[config.mk]
export PLATFORM = sky130hd
export DESIGN_NAME = pbus_tmr
export DESIGN_NICKNAME = d
export VERILOG_FILES = /design/src/rtl/pbus_tmr.sv
export SDC_FILE = /design/constraint.sdc
export NUM_CORES = 1
export LEC_CHECK = 0
export CORE_MARGIN = 2
export CORE_UTILIZATION = 65
export CTS_BUF_LIST = sky130_fd_sc_hd__clkbuf_4 sky130_fd_sc_hd__clkbuf_8
export DETAILED_ROUTE_END_ITERATION = 16
export DONT_BUFFER_PORTS = 1
export PLACE_DENSITY_LB_ADDON = 0.08
export SLEW_MARGIN = 20
export SYNTH_ARGS = -nofsm -noshare
export SYNTH_HDL_FRONTEND = slang
export SYNTH_SLANG_ARGS = --single-unit
[constraint.sdc]
create_clock -name clk -period 3.1 [get_ports clk]
set_input_delay 0.465 -clock clk [delete_from_list [all_inputs] [get_ports clk]]
set_output_delay 0.465 -clock clk [all_outputs]
set_load 0.05 [all_outputs]
[src/rtl/pbus_tmr.sv]
// pbus_tmr: peripheral-bus timer slave with prescaler, compare match,
// auto-reload and a level interrupt; one-cycle registered response.
module pbus_tmr #(
    parameter int ADDR_SPAN   = 4,
    parameter int PSC_W       = 8,
    parameter int BUS_WIDTH   = 32,
    parameter int BUS_ACC_CNT = 4
) (
    input  logic                           clk,
    input  logic                           rstn,
    input  logic                           s_req,
    input  logic [ADDR_SPAN-1:0]           s_addr,
    input  logic                           s_w_rb,
    input  logic [$clog2(BUS_ACC_CNT)-1:0] s_acc,
    input  logic [BUS_WIDTH-1:0]           s_wdata,
    output logic                           s_resp,
    output logic [BUS_WIDTH-1:0]           s_rdata,
    output logic                           s_fault,
    output logic                           irq
);

    localparam int DW = BUS_WIDTH;
    localparam int AW = $clog2(BUS_ACC_CNT);

    logic [DW-1:0]    cnt;
    logic [DW-1:0]    cmp;
    logic             en;
    logic             ar;
    logic             ie;
    logic [PSC_W-1:0] psc;
    logic             mf;
    logic [PSC_W-1:0] psc_cnt;

    logic [1:0]       lane;
    logic [1:0]       sel;
    logic             legal;
    logic [3:0]       byte_en;
    logic [DW-1:0]    bit_en;
    logic [DW-1:0]    wdat_al;
    logic [DW-1:0]    ctrl_word;
    logic [DW-1:0]    cur_word;
    logic [DW-1:0]    shifted;
    logic [DW-1:0]    rd_val;
    logic [DW-1:0]    merged;
    logic             wr;
    logic             rd;
    logic             wr_cnt;
    logic             wr_cmp;
    logic             wr_ctrl;
    logic             wr_stat;
    logic             psc_wr;
    logic             tick;
    logic             hit;
    logic [DW-1:0]    cnt_inc;
    logic [DW-1:0]    cnt_nxt;
    logic             set_mf;
    logic             clr_mf;

    assign lane = s_addr[1:0];
    assign sel  = s_addr[ADDR_SPAN-1:2];

    // Legality, lane enables and lane-replicated write data per access size
    always_comb begin
        legal   = 1'b0;
        byte_en = 4'b0000;
        wdat_al = s_wdata;
        case (s_acc)
            AW'(0): begin
                legal   = 1'b1;
                byte_en = 4'b0001 << lane;
                wdat_al = {4{s_wdata[7:0]}};
            end
            AW'(1): begin
                legal   = ~lane[0];
                byte_en = 4'b0011 << lane;
                wdat_al = {2{s_wdata[15:0]}};
            end
            AW'(2): begin
                legal   = (lane == 2'd0);
                byte_en = 4'b1111;
                wdat_al = s_wdata;
            end
            default: begin
                legal   = 1'b0;
                byte_en = 4'b0000;
                wdat_al = s_wdata;
            end
        endcase
    end

    // Expand lane enables to a per-bit write mask
    always_comb begin
        bit_en = '0;
        for (int i = 0; i < 4; i++) begin
            bit_en[8*i +: 8] = {8{byte_en[i]}};
        end
    end

    // Packed view of CTRL as it appears on the bus
    always_comb begin
        ctrl_word              = '0;
        ctrl_word[0]           = en;
        ctrl_word[1]           = ar;
        ctrl_word[2]           = ie;
        ctrl_word[8 +: PSC_W]  = psc;
    end

    // Select the addressed register and extract the requested lanes
    always_comb begin
        cur_word = '0;
        case (sel)
            2'd0:    cur_word = cnt;
            2'd1:    cur_word = cmp;
            2'd2:    cur_word = ctrl_word;
            default: cur_word = {{(DW-1){1'b0}}, mf};
        endcase
        shifted = cur_word >> {lane, 3'b000};
        case (s_acc)
            AW'(0):  rd_val = {{(DW-8){1'b0}}, shifted[7:0]};
            AW'(1):  rd_val = {{(DW-16){1'b0}}, shifted[15:0]};
            default: rd_val = shifted;
        endcase
    end

    assign merged  = (cur_word & ~bit_en) | (wdat_al & bit_en);
    assign wr      = s_req & s_w_rb & legal;
    assign rd      = s_req & ~s_w_rb & legal;
    assign wr_cnt  = wr & (sel == 2'd0);
    assign wr_cmp  = wr & (sel == 2'd1);
    assign wr_ctrl = wr & (sel == 2'd2);
    assign wr_stat = wr & (sel == 2'd3);
    assign psc_wr  = wr_ctrl & (|bit_en[8 +: PSC_W]);

    assign tick    = en & (psc_cnt == psc);
    assign hit     = ar & (cnt == cmp);
    assign cnt_inc = cnt + DW'(1);
    assign cnt_nxt = hit ? '0 : cnt_inc;
    assign set_mf  = tick & (hit | (cnt_inc == cmp));
    assign clr_mf  = wr_stat & bit_en[0] & wdat_al[0];

    assign irq = mf & ie;

    // Prescaler: free-runs while enabled, restarts on wrap or PSC write
    always_ff @(posedge clk or negedge rstn) begin
        if (!rstn) begin
            psc_cnt <= '0;
        end else if (!en || psc_wr || tick) begin
            psc_cnt <= '0;
        end else begin
            psc_cnt <= psc_cnt + PSC_W'(1);
        end
    end

    // Counter: a bus write beats the tick update
    always_ff @(posedge clk or negedge rstn) begin
        if (!rstn) begin
            cnt <= '0;
        end else if (wr_cnt) begin
            cnt <= merged;
        end else if (tick) begin
            cnt <= cnt_nxt;
        end
    end

    // Compare value and control fields
    always_ff @(posedge clk or negedge rstn) begin
        if (!rstn) begin
            cmp <= '1;
            en  <= 1'b0;
            ar  <= 1'b0;
            ie  <= 1'b0;
            psc <= '0;
        end else begin
            if (wr_cmp) begin
                cmp <= merged;
            end
            if (wr_ctrl) begin
                en  <= merged[0];
                ar  <= merged[1];
                ie  <= merged[2];
                psc <= merged[8 +: PSC_W];
            end
        end
    end

    // Match flag: a new match outranks a simultaneous clear
    always_ff @(posedge clk or negedge rstn) begin
        if (!rstn) begin
            mf <= 1'b0;
        end else if (set_mf) begin
            mf <= 1'b1;
        end else if (clr_mf) begin
            mf <= 1'b0;
        end
    end

    // Registered response, data and fault one cycle after the request
    always_ff @(posedge clk or negedge rstn) begin
        if (!rstn) begin
            s_resp  <= 1'b0;
            s_fault <= 1'b0;
            s_rdata <= '0;
        end else begin
            s_resp  <= s_req;
            s_fault <= s_req & ~legal;
            s_rdata <= rd ? rd_val : '0;
        end
    end

endmodule

==> results of run 1 <==
-- power by group through the flow --
stage / sequential, W / clock, W / combinational [W]
2_1_floorplan: 0.00224 / 0 / 0.00163
5_1_grt: 0.00250 / 0.00152 / 0.00234
3_3_place_gp: 0.00244 / 0 / 0.00204
6_report: 0.00246 / 0.00145 / 0.00217
4_1_cts: 0.00244 / 0.00146 / 0.00212
3_5_place_dp: 0.00246 / 0 / 0.00206
-- metal layers --
metal  global-route usage  share of wire
met1                0.526           0.38
met2                0.608           0.45
met3                0.104           0.11
met4                0.238          0.060
met5                    0              0
-- worst max path at each step --
stage / from / end
floorplan: cnt[0] / mf
CTS: cnt[0] / mf
finish: cnt[0] / mf
global route: cnt[0] / mf
global placement: cnt[0] / mf
detailed placement: cnt[0] / mf
-- sequential cells by signal, summed over array words and instances, names as in the netlist --
register	cells
mf	1
en	1
psc	8
cmp	32
s_fault	1
ar	1
cnt	32
s_rdata	32
s_resp	1
psc_cnt	8
ie	1
-- placed cells by master (no fill, tap or decap), drive strengths merged, types with 3 or more instances in the layout --
cell,count
o311ai,16
o21ai,93
or4,3
mux2,19
nand3,23
nand2b,3
nor2b,11
clkinv,4
o21a,18
buf,31
and3,13
nor4,12
and2,4
dfstp,32
inv,10
clkbuf,19
or3,5
nor3,33
a21boi,10
xor2,28
nand2,84
nor3b,4
a211oi,17
clkinvlp,3
o311a,4
dfrtp,86
nor2,102
nand4,17
a21oi,47
a31oi,10
mux2i,67
xnor2,40
o31a,5
-- timing repair --
item | 4_1_cts | 5_1_grt
resized for setup | 0 | 0
hold buffers | 2 | 0
endpoints found under the hold margin | 118 | 0
-- final cells by class --
cell class              instances  area (um2)
clock buffers                  19         255
clock inverters                13         145
fillers                       891        3210
inverters                       6        22.5
multi-input cells             707        4480
flip-flops and latches        118        2990
well taps                     143         179
repair buffers                 32         288
-- through the flow --
stage / setup WS [ns] / util / cells
detailed placement: 0.228 / 0.685 / 1004
global placement: 0.283 / 0.685 / 1004
finish: 0.122 / 0.723 / 1038
CTS: 0.193 / 0.723 / 1038
floorplan: 0.430 / - / 905
global route: 0.0745 / 0.723 / 1038
-- logic make-up after synthesis --
kind of cell | Yosys count
flip-flops | 118
AND/OR/NAND/NOR | 320
XOR/XNOR | 68
AO/OA/AOI/OAI | 230
adder cells (fa/ha/maj) | 2
buffers and inverters | 80
multiplexers | 87
-- critical path: stages (launching register included) --
cell and delay (ns):
dfrtp_1 0.48, ha_1 0.22, nand2_1 0.13, or4_1 0.67, nor3_1 0.57, xnor2_1 0.16
a21oi_1 0.16, nor4b_2 0.24, nand4_1 0.12, o21ai_1 0.16
-- synth_stat cells (5+ instances only) --
| cell | number |
|---|---|
| nor2_1 | 102 |
| o21ai_0 | 92 |
| dfrtp_1 | 86 |
| nand2_1 | 84 |
| mux2i_1 | 67 |
| clkbuf_1 | 54 |
| a21oi_1 | 47 |
| xnor2_1 | 39 |
| dfstp_2 | 32 |
| nor3_1 | 32 |
| xor2_1 | 28 |
| nand3_1 | 22 |
| mux2_2 | 19 |
| o21a_1 | 18 |
| a211oi_1 | 17 |
| nand4_1 | 16 |
| o311ai_0 | 16 |
| and3_1 | 13 |
| buf_1 | 11 |
| nor2b_1 | 11 |
| a21boi_0 | 10 |
| a31oi_1 | 10 |
| nor4_1 | 10 |
| buf_2 | 6 |
| inv_1 | 6 |
| o31a_1 | 5 |
| or3_1 | 5 |
==> flow_summary.json, run 1 <==
{
  "num_rows": 39,
  "synthSimpleGateAreaFrac": 0.196,
  "whs_ns": 0.0189,
  "end_kind": "register",
  "viasPerCell": 6.90,
  "clk_pin_slew_ns": 0.08,
  "max-clock-path-buffers": 2,
  "grt_remaining_overflow": 0,
  "clock_latency_ns": 0.48,
  "finalNetCount": 926,
  "ys_ff_latch": 118,
  "max-vdd-ir-drop_v": 0.000556,
  "synthAdderAreaFrac": 0.00322,
  "r2r-start": "cnt[0]",
  "initial_core_util": 0.673,
  "max_freq_ghz": 0.336,
  "p_switching_w": 0.00249,
  "cts_htree_levels": 4,
  "port_buffers": 0,
  "hp-class": "in2reg",
  "numCtsBuffers": 17,
  "pwr-share-comb": 0.357,
  "r2r_end": "mf",
  "yosysTopAreaCell": "dfrtp_1",
  "yosysSeqAreaShare": 0.385,
  "synth_xor_area_frac": 0.0775,
  "clock_power_share": 0.238,
  "clock_sinks": 118,
  "power_w": 0.00608,
  "synthTopCellsByArea": "dfrtp_1 28%, dfstp_2 11%, mux2i_1 8.6%",
  "rsz0062_at_grt": "false",
  "cts_setup_buffers": 0,
  "period_needed_ns": 2.98,
  "synth_compound_area_frac": 0.181,
  "grt_start_max_net_pins": 119,
  "ant_nets": 0,
  "worstSetupPathType": "reg2reg",
  "vias": 7166,
  "die_h_um": 113,
  "synth_area_per_cell_um2": 8.60,
  "fin_area_um2": 8360,
  "slew_viol_final": 0,
  "ys_warn_count": 0,
  "first_global_vias": 6718,
  "cap_violations": 0,
  "drive_gt1_frac": 0.142,
  "place_area_um2": 7920,
  "grt_pass1_wl_um": 38900,
  "hold_viol": 0,
  "async_reset_ff_frac": 1.00,
  "drtIter0Drc": 965,
  "wl_um": 25100,
  "min_from": "s_req",
  "synth_ff_type": "dfrtp_1",
  "syn_to_final_growth_pct": 7.40,
  "outcome": "complete, no violations",
  "diodes": 0,
  "gp_congestion": 1.05,
  "synth_cell_type_count": 54,
  "coreArea_um2": 11600,
  "setup_viol": 0,
  "synth.top_cell.area_share": 0.277,
  "holdPathStages": 0,
  "seqPwrFrac": 0.405,
  "skew_ns": 0.0142,
  "netlist_instances": 905,
  "antenna_found_initial": 0,
  "switching_share": 0.410,
  "finalCritPeriodShare": 0.961,
  "synth_top_family_by_area": "simple AND/OR/NAND/NOR gates",
  "wire_per_inst_um": 24.2,
  "required_ns": 3.50,
  "synthMuxAreaShare": 0.117,
  "p_int_w": 0.00359,
  "power_density_nw_per_um2": 727,
  "p_leak_nw": 3.34,
  "r2r.worst_path.cells": 9,
  "hpwl_um": 18300,
  "maxSlewHeadroom": 0.408,
  "cts_root_buf": "clkbuf_8",
  "grtUsageTotal": 0.403,
  "arrival_ns": 3.38,
  "cts_tree": "yes",
  "rrSetupSlack_ns": 0.12,
  "dieWidth_um": 113,
  "critPathMaxFanout": 9,
  "drc_errors": 0,
  "first_pass_iters": 6,
  "synth-edff-count": 0,
  "start_kind": "register",
  "dieArea_um2": 12900,
  "hold_end": "s_resp",
  "syn_nets": 949,
  "netlist_area_um2": 7780,
  "worst_pin_slew_ns": 0.879,
  "io_pins": 77,
  "tns_ns": 0
}
No activity file was read; power rests on OpenSTA's default activity.
==> run 2, diff against run 1 <==
--- a/config.mk
+++ b/config.mk
@@ -10,7 +10,8 @@
 export CTS_BUF_LIST = sky130_fd_sc_hd__clkbuf_4 sky130_fd_sc_hd__clkbuf_8
 export DETAILED_ROUTE_END_ITERATION = 16
 export DONT_BUFFER_PORTS = 1
-export PLACE_DENSITY_LB_ADDON = 0.08
+export PLACE_DENSITY = 0.84
+export SETUP_SLACK_MARGIN = 0.5
 export SLEW_MARGIN = 20
 export SYNTH_ARGS = -nofsm -noshare
 export SYNTH_HDL_FRONTEND = slang
==> run 2 against run 1 <==
- the run now ends with hold timing left
- final cell count grew 1.7%
- clock skew fell by 0.00090 ns
- critical path depth is 1 higher
- flip-flop and latch count unchanged
- clock power shrank 8%
- first-iteration DRC count shrank 2.6%
- combinational power up 12%
- largest cell class unchanged
- largest power group unchanged
==> flow_summary.json, run 2 (synthesis gave the netlist of run 1 again) <==
{
  "dieWidth_um": 113,
  "coreArea_um2": 11600,
  "routed-wl-met2_um": 11900,
  "worstSetupPathType": "reg2reg",
  "first_pass_iters": 8,
  "drc_errors": 0,
  "highest_layer": "met4",
  "end_kind": "register",
  "p_switching_w": 0.00251,
  "r2r.worst_path.cells": 10,
  "r2r_end": "mf",
  "wl_um": 25400,
  "hold_viol": 118,
  "grt_pass1_wl_um": 38800,
  "die_h_um": 113,
  "clock_latency_ns": 0.46,
  "period_needed_ns": 2.71,
  "cts_tree": "yes",
  "outcome": "complete, but fails checks",
  "violations": "hold timing",
  "max-vdd-ir-drop_v": 0.000601,
  "gp_congestion": 1.01,
  "num_rows": 39,
  "dieArea_um2": 12900,
  "whs_ns": -0.307,
  "grtUsageTotal": 0.400,
  "cts_root_buf": "clkbuf_8",
  "antenna_found_initial": 0,
  "viasPerCell": 6.91,
  "clk_pin_slew_ns": 0.07,
  "grt_remaining_overflow": 0,
  "p_leak_nw": 3.49,
  "cap_violations": 0,
  "power_density_nw_per_um2": 716,
  "reg.largest.list": "cmp (32), cnt (32), s_rdata (32)",
  "ant_nets": 0,
  "critPathMaxFanout": 5,
  "required_ns": 3.48,
  "rrSetupSlack_ns": 0.39,
  "dp.cells": 1000,
  "wire_per_inst_um": 24.1,
  "arrival_ns": 3.10,
  "wl_met3_um": 2620,
  "tns_ns": 0,
  "final_common_cell": "nor2_1",
  "worst_pin_slew_ns": 0.829,
  "drive_gt1_frac": 0.199,
  "pwr-share-comb": 0.392,
  "maxSlewHeadroom": 0.446,
  "vias": 7295,
  "hp-class": "in2async",
  "numCtsBuffers": 17,
  "drtIter0Drc": 940,
  "start_kind": "register",
  "slew_viol_final": 0,
  "first_global_vias": 6760,
  "skew_ns": 0.0133,
  "p_int_w": 0.00370,
  "grt_start_max_net_pins": 119,
  "initial_core_util": 0.673,
  "io_pins": 77,
  "stdcell_count": 1056,
  "switching_share": 0.404,
  "diodes": 0,
  "max_freq_ghz": 0.369,
  "max-clock-path-buffers": 2,
  "hpwl_um": 18000,
  "wl_met1_um": 9470,
  "syn_to_final_growth_pct": 11.5,
  "cts_htree_levels": 4,
  "finalNetCount": 944,
  "layout_common_cells": "102 x nor2_1, 92 x o21ai_0, 83 x nand2_1",
  "clock_power_share": 0.215,
  "seqPwrFrac": 0.393,
  "port_buffers": 0,
  "rsz0062_at_grt": "true",
  "clock_sinks": 118,
  "setup_viol": 0,
  "finalCritPeriodShare": 0.874,
  "fillerInstances": 824,
  "r2r-start": "cnt[0]"
}
run 2: changes by cell type in the layout (fill, tap and decap cells not counted), moves of 4 or more:
cell	change
xnor2_2	+4
inv_6	-4
dfrtp_1	-11
buf_4	+16
dfrtp_2	+11
xnor2_1	-5
run 2: worst max-delay path: stages, from the launching register on:
cell and delay [ns]:
dfrtp_2 0.40, ha_4 0.18, nand2_4 0.07, or4_4 0.52, buf_4 0.17, or3_1 0.32
a211oi_2 0.23, o2111ai_2 0.19, nor4b_4 0.26, nand4_1 0.15, o21ai_2 0.15
run 2: metal layers:
metal / GRT usage / vias up
met1: 0.513 / 3482
met4: 0.221 / 0
met2: 0.623 / 466
li1: - / 3239
met3: 0.101 / 108
met5: 0 / -
run 2: final cells by class:
class                   instances  area, um2  share of cell area
clock inverters                 9       77.6             0.00894
repair buffers                 50        445              0.0513
well taps                     143        179              0.0206
clock buffers                  23        292              0.0336
inverters                       6       26.3             0.00303
multi-input cells             707       4650               0.536
flip-flops and latches        118       3010               0.346
run 2: worst max path at each step:
stage	start	endpoint	slack, ns	cells past startpoint
2_1_floorplan	s_addr[0]	s_rdata[29]	0.50	10
3_3_place_gp	cnt[0]	mf	0.30	9
3_5_place_dp	cnt[0]	mf	0.16	9
4_1_cts	cnt[1]	mf	0.44	9
5_1_grt	cnt[0]	mf	0.31	10
6_report	cnt[0]	mf	0.39	10
run 2: stage by stage:
step	utilization	cell area (um2)	worst slack, ns	power [W]
finish	0.751	8680	0.389	0.00621
global route	0.751	8680	0.309	0.00647
CTS	0.731	8460	0.438	0.00596
detailed placement	0.683	7900	0.158	0.00451
global placement	0.683	7900	0.301	0.00444
floorplan	-	7790	0.502	0.00389
run 2: timing repair:
action,in CTS,in global routing
pin swaps,7,9
gates cloned,1,0
setup endpoints to repair,28,26
resized for setup,22,25
hold endpoints to repair,118,118
buffers inserted,10,13
run 2: power groups by stage:
stage / combinational (W) / sequential, W / clock, W
CTS: 0.00220 / 0.00241 / 0.00135
floorplan: 0.00164 / 0.00225 / 0
detailed placement: 0.00206 / 0.00244 / 0
global placement: 0.00202 / 0.00241 / 0
global route: 0.00260 / 0.00248 / 0.00139
finish: 0.00243 / 0.00244 / 0.00134
